`src/rtl/reaction_pkg.sv`:
```
// reaction_pkg: shared state encoding and default timing constants for the reaction-timer round sequencer
package reaction_pkg;
  typedef enum logic [2:0] {IDLE, ARM, GO, DONE, FOUL} state_t;
  localparam int DEFAULT_TICK_DIV = 50000;
  localparam int DEFAULT_MIN_DELAY = 1000;
  localparam int DEFAULT_TIMEOUT = 9999;
endpackage

```
`src/rtl/reaction_round_ctrl_tick_gen.sv`:
```
// tick_gen: 1 ms prescaler; tick pulses on the TICK_DIV-th cycle after clear
// ports: clk, reset (async, active-high), clear (restart the period), tick (one-cycle pulse)
module tick_gen import reaction_pkg::*; #(
  parameter int TICK_DIV = DEFAULT_TICK_DIV
) (
  input  logic clk,
  input  logic reset,
  input  logic clear,
  output logic tick
);
  localparam int CW = TICK_DIV > 1 ? $clog2(TICK_DIV) : 1;
  logic [CW-1:0] cnt;
  assign tick = cnt == CW'(TICK_DIV - 1);
  always_ff @(posedge clk or posedge reset)
    if (reset) cnt <= '0;
    else cnt <= (clear || tick) ? '0 : cnt + 1'b1;
endmodule

```
`src/rtl/reaction_round_ctrl.sv`:
```
// reaction_round_ctrl: reaction-timer round sequencer (random hold-off, reaction count, false start, timeout, best time)
// ports: clk, reset (async, active-high); start/press one-cycle pulses; lfsr_value sampled on start;
//        lfsr_en, lamp, time_ms, result_valid, timeout, false_start, best_ms, best_valid
module reaction_round_ctrl import reaction_pkg::*; #(
  parameter int TICK_DIV  = DEFAULT_TICK_DIV,
  parameter int LFSR_W    = 8,
  parameter int TIME_W    = 14,
  parameter int MIN_DELAY = DEFAULT_MIN_DELAY,
  parameter int TIMEOUT   = DEFAULT_TIMEOUT
) (
  input  logic              clk,
  input  logic              reset,
  input  logic              start,
  input  logic              press,
  input  logic [LFSR_W-1:0] lfsr_value,
  output logic              lfsr_en,
  output logic              lamp,
  output logic [TIME_W-1:0] time_ms,
  output logic              result_valid,
  output logic              timeout,
  output logic              false_start,
  output logic [TIME_W-1:0] best_ms,
  output logic              best_valid
);
  state_t state, next_state;
  // cnt holds the remaining hold-off in ARM, the reaction count in GO and the result in DONE
  logic [TIME_W-1:0] cnt;
  logic tick, clear;
  logic [TIME_W-1:0] arm_delay;
  assign arm_delay = TIME_W'(MIN_DELAY) + (TIME_W'(lfsr_value) << 2);
  tick_gen #(.TICK_DIV(TICK_DIV)) u_tick (
    .clk(clk),
    .reset(reset),
    .clear(clear),
    .tick(tick)
  );
  always_ff @(posedge clk or posedge reset)
    if (reset) state <= IDLE;
    else state <= next_state;
  always_comb begin
    next_state = state;
    case (state)
      IDLE, DONE, FOUL: next_state = start ? ARM : state;
      ARM: next_state = press ? FOUL : (tick && cnt == TIME_W'(1)) ? GO : ARM;
      GO: next_state = (press || (tick && cnt == TIME_W'(TIMEOUT - 1))) ? DONE : GO;
      default: next_state = IDLE;
    endcase
    clear = next_state != state && (next_state == ARM || next_state == GO);
    lfsr_en = state == IDLE;
    lamp = state == GO;
    time_ms = (state == GO || state == DONE) ? cnt : '0;
  end
  always_ff @(posedge clk or posedge reset)
    if (reset) begin
      cnt <= '0;
      result_valid <= 1'b0;
      timeout <= 1'b0;
      false_start <= 1'b0;
      best_ms <= '0;
      best_valid <= 1'b0;
    end else begin
      result_valid <= 1'b0;
      case (state)
        IDLE, DONE, FOUL:
          if (start) begin
            cnt <= arm_delay;
            timeout <= 1'b0;
            false_start <= 1'b0;
          end
        ARM:
          if (press) false_start <= 1'b1;
          else if (tick) cnt <= cnt - 1'b1;
        GO:
          if (press) begin
            result_valid <= 1'b1;
            if (!best_valid || cnt < best_ms) begin
              best_ms <= cnt;
              best_valid <= 1'b1;
            end
          end else if (tick) begin
            // the final increment lands exactly on TIMEOUT, which becomes the held result
            cnt <= cnt + 1'b1;
            if (cnt == TIME_W'(TIMEOUT - 1)) begin
              timeout <= 1'b1;
              result_valid <= 1'b1;
            end
          end
        default: ;
      endcase
    end
endmodule

```
`config.mk`:
```
export PLATFORM = sky130hd
export DESIGN_NAME = reaction_round_ctrl
export DESIGN_NICKNAME = d
export VERILOG_FILES = /design/src/rtl/reaction_pkg.sv /design/src/rtl/reaction_round_ctrl_tick_gen.sv /design/src/rtl/reaction_round_ctrl.sv
export SDC_FILE = /design/constraint.sdc
export NUM_CORES = 1
export LEC_CHECK = 0
export BUFFER_PORTS_ARGS = -buffer_cell sky130_fd_sc_hd__buf_2
export CORE_AREA = 2 2 98 100
export DETAILED_ROUTE_END_ITERATION = 6
export DIE_AREA = 0 0 100 102
export GPL_ROUTABILITY_DRIVEN = 0
export PLACE_DENSITY_LB_ADDON = 0.15
export SKIP_CTS_REPAIR_TIMING = 1
export SLEW_MARGIN = 10
export SYNTH_ARGS = -nofsm -noshare
export SYNTH_HDL_FRONTEND = slang
export SYNTH_SLANG_ARGS = --single-unit
```
`constraint.sdc`:
```
create_clock -name clk -period 5.1 [get_ports clk]
set_input_delay 1.02 -clock clk [delete_from_list [all_inputs] [get_ports clk]]
set_output_delay 1.02 -clock clk [all_outputs]
set_load 0.01 [all_outputs]
```
# Word level (Yosys, flattened, before mapping)
# Cells that the tools add are included.
# classes
n_addsub	4
magnitude_cmp	1
n_eq_ne	17
muxes	24
reduce_logical	18
# ops
cell	count
14-bit two-way mux	6
14-bit case mux with 3 select lines	1
16-bit by 1-bit adder with 16-bit output (second input constant)	1
16-bit == test (second input constant)	1
16-bit two-way mux	1
14-bit by 1-bit adder with 14-bit output (second input constant)	1
14-bit by 1-bit == test with 1-bit output (second input constant)	1
14-bit == test (second input constant)	1
14-bit < comparator	1
14-bit by 1-bit subtractor with 14-bit output (second input constant)	1
10-bit by 10-bit adder with 11-bit output (first input constant)	1
1-bit two-way mux	10
2-bit inequality test (second input constant)	5
3-bit by 2-bit == test with 1-bit output (second input constant)	3
3-bit case mux with 3 select lines	1
3-bit by 1-bit == test with 1-bit output (second input constant)	2
3-bit two-way mux	2
3-bit AND reduction	2
6-bit AND reduction	1
1-bit logical OR	5
5-bit AND reduction	1
2-bit by 1-bit inequality test with 1-bit output (second input constant)	2
1-bit case mux with 2 select lines	2
2-bit nonzero test	2
other kinds (8)	10
# word_totals
register_bits	51
input_bits	12
output_inout_bits	34
elab_cells	72

# Logic depth before layout (Yosys ltp)
# Gate-level depths: netlist of run 1.
# logic_depth
ltp_word	10
ltp_mapped	8
depth_no_buf	7

# Hierarchy
# Synthesis of run 1 repeated with hierarchy kept, for this count alone.
# unflattened
hier_cells	396
area_unflattened_um2	3567.2
# modules_own_cells
mod	instances	cells_each	area_each_um2	seq_area_each_um2
reaction_round_ctrl	1	313	2705.1	875.8
tick_gen	1	83	862.1	400.4

# Least setup slack after synthesis of run 1
# Ideal clock, no wire load.
# synth_timing
path_kind	input port to flip-flop
from	input port press
to	register best_ms[0]
setup_ns	0.132
t_arrival_ns	2.527
required_time_ns	4.968
setup_slack_ns	2.441
cell_stages	7
n_path_buf	2
path_cell_list	clkbuf_2 and4bb_2 o211ai_1 a221oi_1 o21a_1 buf_2 o21ai_0
# synth_between
elab_chain_len	1
# synth_rtl
element	line	text
from (decl)	reaction_round_ctrl.sv:14	input logic press,
3-bit AND reduction (no source line)	-	
to (signal assigned)	reaction_round_ctrl.sv:77	best_ms <= cnt;
to (decl)	reaction_round_ctrl.sv:22	output logic [TIME_W-1:0] best_ms,
# Every way passes these cells.
# A chain may end at the register's enable or synchronous reset.

# Worst setup path after layout of run 1
# layout_timing
from	register state[1]
to	output port lamp
# layout_between
elab_chain_len	1
# layout_rtl
element	line	text
from (decl)	reaction_round_ctrl.sv:25	state_t state, next_state;
from (signal assigned)	reaction_round_ctrl.sv:39	else state <= next_state;
3-bit by 2-bit == test with 1-bit output	reaction_round_ctrl.sv:50	lamp = state == GO;
to (decl)	reaction_round_ctrl.sv:17	output logic lamp,
# Every way passes these cells.

==> impl_metrics.toml, run 1 <==
[cts]
insertion_delay_ns = 0.31
tritoncts = "done"
cts_root_buffer = "clkbuf_8"
cts_buffer_depth = 2
cts.sinks = 51
h-tree-depth = 2
cts.clk_slew.worst_paths_ns = 0.09
cts_made_buffers = 5

[floorplanning]
die_w_um = 100
die_h_um = 102
fp-row-count = 35
core_um2 = 9110
start_util_pct = 39.2
die_area_um2 = 10200
ios = 46

[sta]
rsz0062_at_grt = "no"
slew_headroom_pct = 39.0
worstMarginPinSlew_ns = 0.907
hold_viol_final = 0
fin_worst_skew_ns = 0.00945
period_share_pct = 62.3
tns_ns = 0
setup_viol = 0
max_freq_mhz = 315
finalMaxSlewViolations = 0
period_needed_ns = 3.18

[synth]
synth_area_leader_cell = "dfrtp_1"
synthesis.area_um2 = 3570
yosysUniqueCellTypes = 59
ys_seq_area_share_pct = 35.7
synth_nets = 448
yosysTopAreaCellShare_pct = 35.7
synth_compound_area_share_pct = 22.7
syn_avg_cell_area_um2 = 8.57
synth_simple_gate_area_share_pct = 23.7
synth_xor_area_share_pct = 4.66
async_flop_share_pct = 100
yosys.area_share.adder_pct = 6.65
synth-main-ff-cell = "dfrtp_1"
synth.mux.area_fraction_pct = 0.280
synthCells = 417
synth_edf_count = 0
synth.area.top_cells = "dfrtp_1, ha_1, nor2_1"
ys_warn_count = 0
synth_seq_cells = 51
synth_top_family_by_area = "simple AND/OR/NAND/NOR gates"

[critical_path]
critical_path.n_buffers_inverters = 2
crit_arrival_ns = 2.16
max_stage_delay_ns = 0.62
cp.required_ns = 4.08
path_cells = "or3b_1 -> inv_1 -> buf_2"
end_kind = "primary output"
worstSetupPathType = "register to primary output"
crit_fanout = 15
crit_slowest_cell = "or3b_1"
startpoint_type = "register"
crit_family = "buffers and inverters"

[hold_path]
min_path_type = "register to register"

[layout]
final_common_cell = "dfrtp_1"
layout_common_cells = "dfrtp_1, buf_2, nor2_1"
drive_above_1_share_pct = 16.2
synthToLayoutAreaGrowth_pct = 9.87
num_antenna_cells = 0
fillers = 948
nNetsFinal = 474
final_cell_area_um2 = 3930

[drt]
dr_total_vias = 3275
routedWlPerCell_um = 17.2
viasPerCell = 5.90
dr.pass1.iters = 5
drc = 0
wl_mm = 9.53
antenna_left = 0
drt-initial-drc-count = 296

[global_route]
antenna_found_initial = 0
grt_max_degree = 52
grt_pass1_wl_mm = 15.9
overflow = 0
track_usage_pct = 19.4
grt_pass1_vias = 3087

[pwr]
p_leak_uw = 0.00172
ir_drop_mv = 0.178
power_density_nw_per_um2 = 434

[placed_design]
place_area_um2 = 3840
dpl.hpwl_mm = 6.67
portBuffers = 45

[job]
maxCapViolCount = 0

[outcome]
status = "completed"
-- sequential cells by signal, summed over array words and instances (netlist names) --
| register | cells |
|---|---|
| best_ms | 14 |
| best_valid | 1 |
| cnt | 14 |
| false_start | 1 |
| result_valid | 1 |
| state | 3 |
| timeout | 1 |
| u_tick.cnt | 16 |
-- worst paths after layout --
check	slack [ns]	endpoint	startpoint	depth (start not counted)
worst max-delay path	1.92	lamp	state[1]$_DFF_PP0_	3
min in group asynchronous	0.87	best_ms[11]$_DFFE_PP0P_	reset	3
worst max register to register	2.08	cnt[5]$_DFFE_PP0P_	state[1]$_DFF_PP0_	6
worst min register to register	0.49	u_tick.cnt[0]$_DFF_PP0_	u_tick.cnt[0]$_DFF_PP0_	1
max in group asynchronous	3.79	timeout$_DFFE_PP0P_	reset	3
worst min-delay path	0.49	u_tick.cnt[0]$_DFF_PP0_	u_tick.cnt[0]$_DFF_PP0_	1
-- report_power, final --
group | total, µW | switching (µW) | internal (µW)
combinational | 729 | 425 | 304
sequential | 734 | 212 | 521
clock | 240 | 143 | 97.0
-- cells by family (layout without fill, tap and decap cells) --
logic type	count (synthesis)	count (layout)
compound gates	115	115
flops	51	51
xor+xnor	19	19
buf+inv	56	83
simple gates	156	156
mux	1	1
fa+ha+maj	19	19
-- metal layers --
metal | up-vias | part of all wire (%) | global-route usage, % | routed length [µm]
met5 | - | 0 | 0 | 0
met4 | 0 | 1.1 | 4.53 | 104
met3 | 11 | 5.6 | 2.33 | 530
met2 | 107 | 45 | 30.2 | 4290
met1 | 1561 | 48 | 28.9 | 4610
li1 | 1596 | - | - | -
-- Yosys cell counts (all sizes together) (6+ instances only) --
library cell	n
buf	7
ha	19
nand4	10
o221ai	16
and2	12
dfrtp	51
xnor2	8
nand2	22
a31oi	7
nand3	12
nor2	43
a21oi	23
inv	26
xor2	11
clkbuf	23
or3b	6
o21ai	15
nor3	14
o31ai	22
-- worst reg2reg max path: cells and delay by family (launching register included) --
| family | cells | cell delay, ns |
|---|---|---|
| buf+inv | 1 | 0.45 |
| flops | 1 | 0.56 |
| simple gates | 2 | 0.84 |
| compound gates | 3 | 1.04 |
-- layout make-up --
class | instances | area (µm²) | share of cell area, %
clock buffers | 5 | 68.8 | 1.75
well taps | 111 | 139 | 3.54
repair buffers | 49 | 255 | 6.50
clock inverters | 3 | 18.8 | 0.478
flip-flops and latches | 51 | 1280 | 32.5
multi-input cells | 310 | 2070 | 52.8
inverters | 26 | 97.6 | 2.48
-- stage by stage --
step	instances	hold slack [ns]	setup slack [ns]	power [µW]	util [%]
4_1_cts	555	0.489	1.92	1700	43.1
2_1_floorplan	417	0.448	2.44	1210	-
3_3_place_gp	547	0.470	2.24	1450	42.2
5_1_grt	555	0.528	1.80	1860	43.1
3_5_place_dp	547	0.476	2.14	1460	42.2
6_report	555	0.487	1.92	1700	43.1
No activity file was read; power rests on OpenSTA's default activity.
==> run 2: changes to the inputs <==
==> constraint.sdc (replaced) <==
create_clock -name clk -period 3.2 [get_ports clk]
set_input_delay 0.64 -clock clk [delete_from_list [all_inputs] [get_ports clk]]
set_output_delay 0.64 -clock clk [all_outputs]
set_load 0.01 [all_outputs]
==> impl_metrics.toml, run 2 (same netlist as run 1, synthesis figures left out) <==
[outcome]
status = "completed"

[critical_path]
worstSetupPathType = "register to primary output"
path_cells = "inv_1 -> nor2_1 -> and2_1 -> buf_2"
rr_startpoint = "state[0]$_DFF_PP0_"
crit_family = "simple AND/OR/NAND/NOR gates"
startpoint = "state[1]$_DFF_PP0_"
crit_slowest_cell = "dfrtp_1"
timing.rr.end = "cnt[10]$_DFFE_PP0P_"
critical_path.n_buffers_inverters = 2
max_stage_delay_ns = 0.60
cp.required_ns = 2.56
crit_arrival_ns = 1.95
crit_fanout = 13
worstRegToRegCells = 6
end_kind = "primary output"
reg2reg_slack_ns = 0.69
startpoint_type = "register"

[drt]
wl_mm = 9.81
drc = 0
dr.pass1.iters = 5
dr_total_vias = 3362
routedWlPerCell_um = 17.5
drt-initial-drc-count = 223
viasPerCell = 5.99
antenna_left = 0

[layout]
largest-register = "u_tick.cnt"
postLayoutCoreUtil_pct = 43.6
fillers = 911
layout_common_cells = "dfrtp_1, buf_2, nor2_1"
num_antenna_cells = 0
regArea_um2 = 1280
drive_above_1_share_pct = 17.3
largest_reg_flops = 16
reg_top3 = "u_tick.cnt: 16 flops, best_ms: 14 flops, cnt: 14 flops"
synthToLayoutAreaGrowth_pct = 11.2
final_common_cell = "dfrtp_1"
multi_input_area_um2 = 2070
nNetsFinal = 481

[global_route]
use_met1_pct = 28.5
grt.busiest_layer = "met2"
globalRouteMet2Util_pct = 31.6
grt_max_degree = 29
antenna_found_initial = 0
grt_pass1_wl_mm = 16.4
grt_pass1_vias = 3261
track_usage_pct = 20.0
overflow = 0
grt_use_met3_pct = 3.08

[sta]
worstMarginPinSlew_ns = 0.796
tns_ns = 0
slew_headroom_pct = 47.0
rsz0062_at_grt = "no"
setup_viol = 0
period_share_pct = 80.9
max_freq_mhz = 386
fin_worst_skew_ns = 0.0123
finalMaxSlewViolations = 0
period_needed_ns = 2.59
hold_viol_final = 0

[floorplanning]
die_h_um = 102
die_area_um2 = 10200
start_util_pct = 39.2
die_w_um = 100
ios = 46
fp-row-count = 35
core_um2 = 9110

[placed_design]
dpl.hpwl_mm = 6.99
portBuffers = 45

[cts]
cts.clk_slew.worst_paths_ns = 0.10
cts.sinks = 51
tritoncts = "done"
h-tree-depth = 2
insertion_delay_ns = 0.31
cts_made_buffers = 5
cts_buffer_depth = 2
cts_root_buffer = "clkbuf_8"

[job]
maxCapViolCount = 0

[hold_path]
min_path_type = "input port to async pin"

[pwr]
ir_drop_mv = 0.232
p_leak_uw = 0.00175
power_density_nw_per_um2 = 686
## run 2: cell count changes in the layout (fill, tap and decap cells not counted)
cell / change
buf_4: +7
clkinv_2: -1
clkinv_4: +1
inv_6: -1
## run 2: routing by layer
layer / wire length, µm / up-vias
li1: - / 1611
met1: 4740 / 1618
met2: 4350 / 116
met3: 551 / 17
met4: 161 / 0
met5: 0 / -
## run 2: worst max path at each step
| stage | to | slack, ns | depth (start not counted) |
|---|---|---|---|
| 3_5_place_dp | cnt[10]$_DFFE_PP0P_ | 0.73 | 6 |
| 3_3_place_gp | cnt[10]$_DFFE_PP0P_ | 0.73 | 6 |
| 6_report | time_ms[2] | 0.61 | 4 |
| 5_1_grt | time_ms[11] | 0.47 | 4 |
| 4_1_cts | time_ms[2] | 0.64 | 4 |
| 2_1_floorplan | best_ms[0]$_DFFE_PP0P_ | 0.92 | 7 |
## run 2: worst reg2reg max path, stage by stage (launching register included)
cell     delay [ns]
dfrtp_1        0.53
nor3b_2        0.22
buf_4          0.19
nor2_1         0.39
o31a_1         0.73
a31oi_1        0.09
o22a_2         0.25
## run 2: layout make-up
cell class,instances,share of cell area (%)
clock buffers,5,1.73
well taps,111,3.49
inverters,26,2.46
multi-input cells,310,52.1
clock inverters,2,0.346
flip-flops and latches,51,32.1
repair buffers,56,7.74
## run 2: power breakdown
part           total [µW]  switching, µW  internal, µW
Clock                 372            221           150
Combinational        1210            705           504
Sequential           1150            316           831
## run 2: through the flow
stage	instance area, µm²	hold slack (ns)	setup WS [ns]	instances	total power [µW]
final	3980	0.392	0.612	561	2730
after detailed placement	3890	0.475	0.735	554	2360
after global placement	3890	0.466	0.731	554	2330
after floorplan	3570	0.448	0.921	417	1930
after global routing	3980	0.426	0.473	561	2970
after CTS	3980	0.410	0.638	561	2730
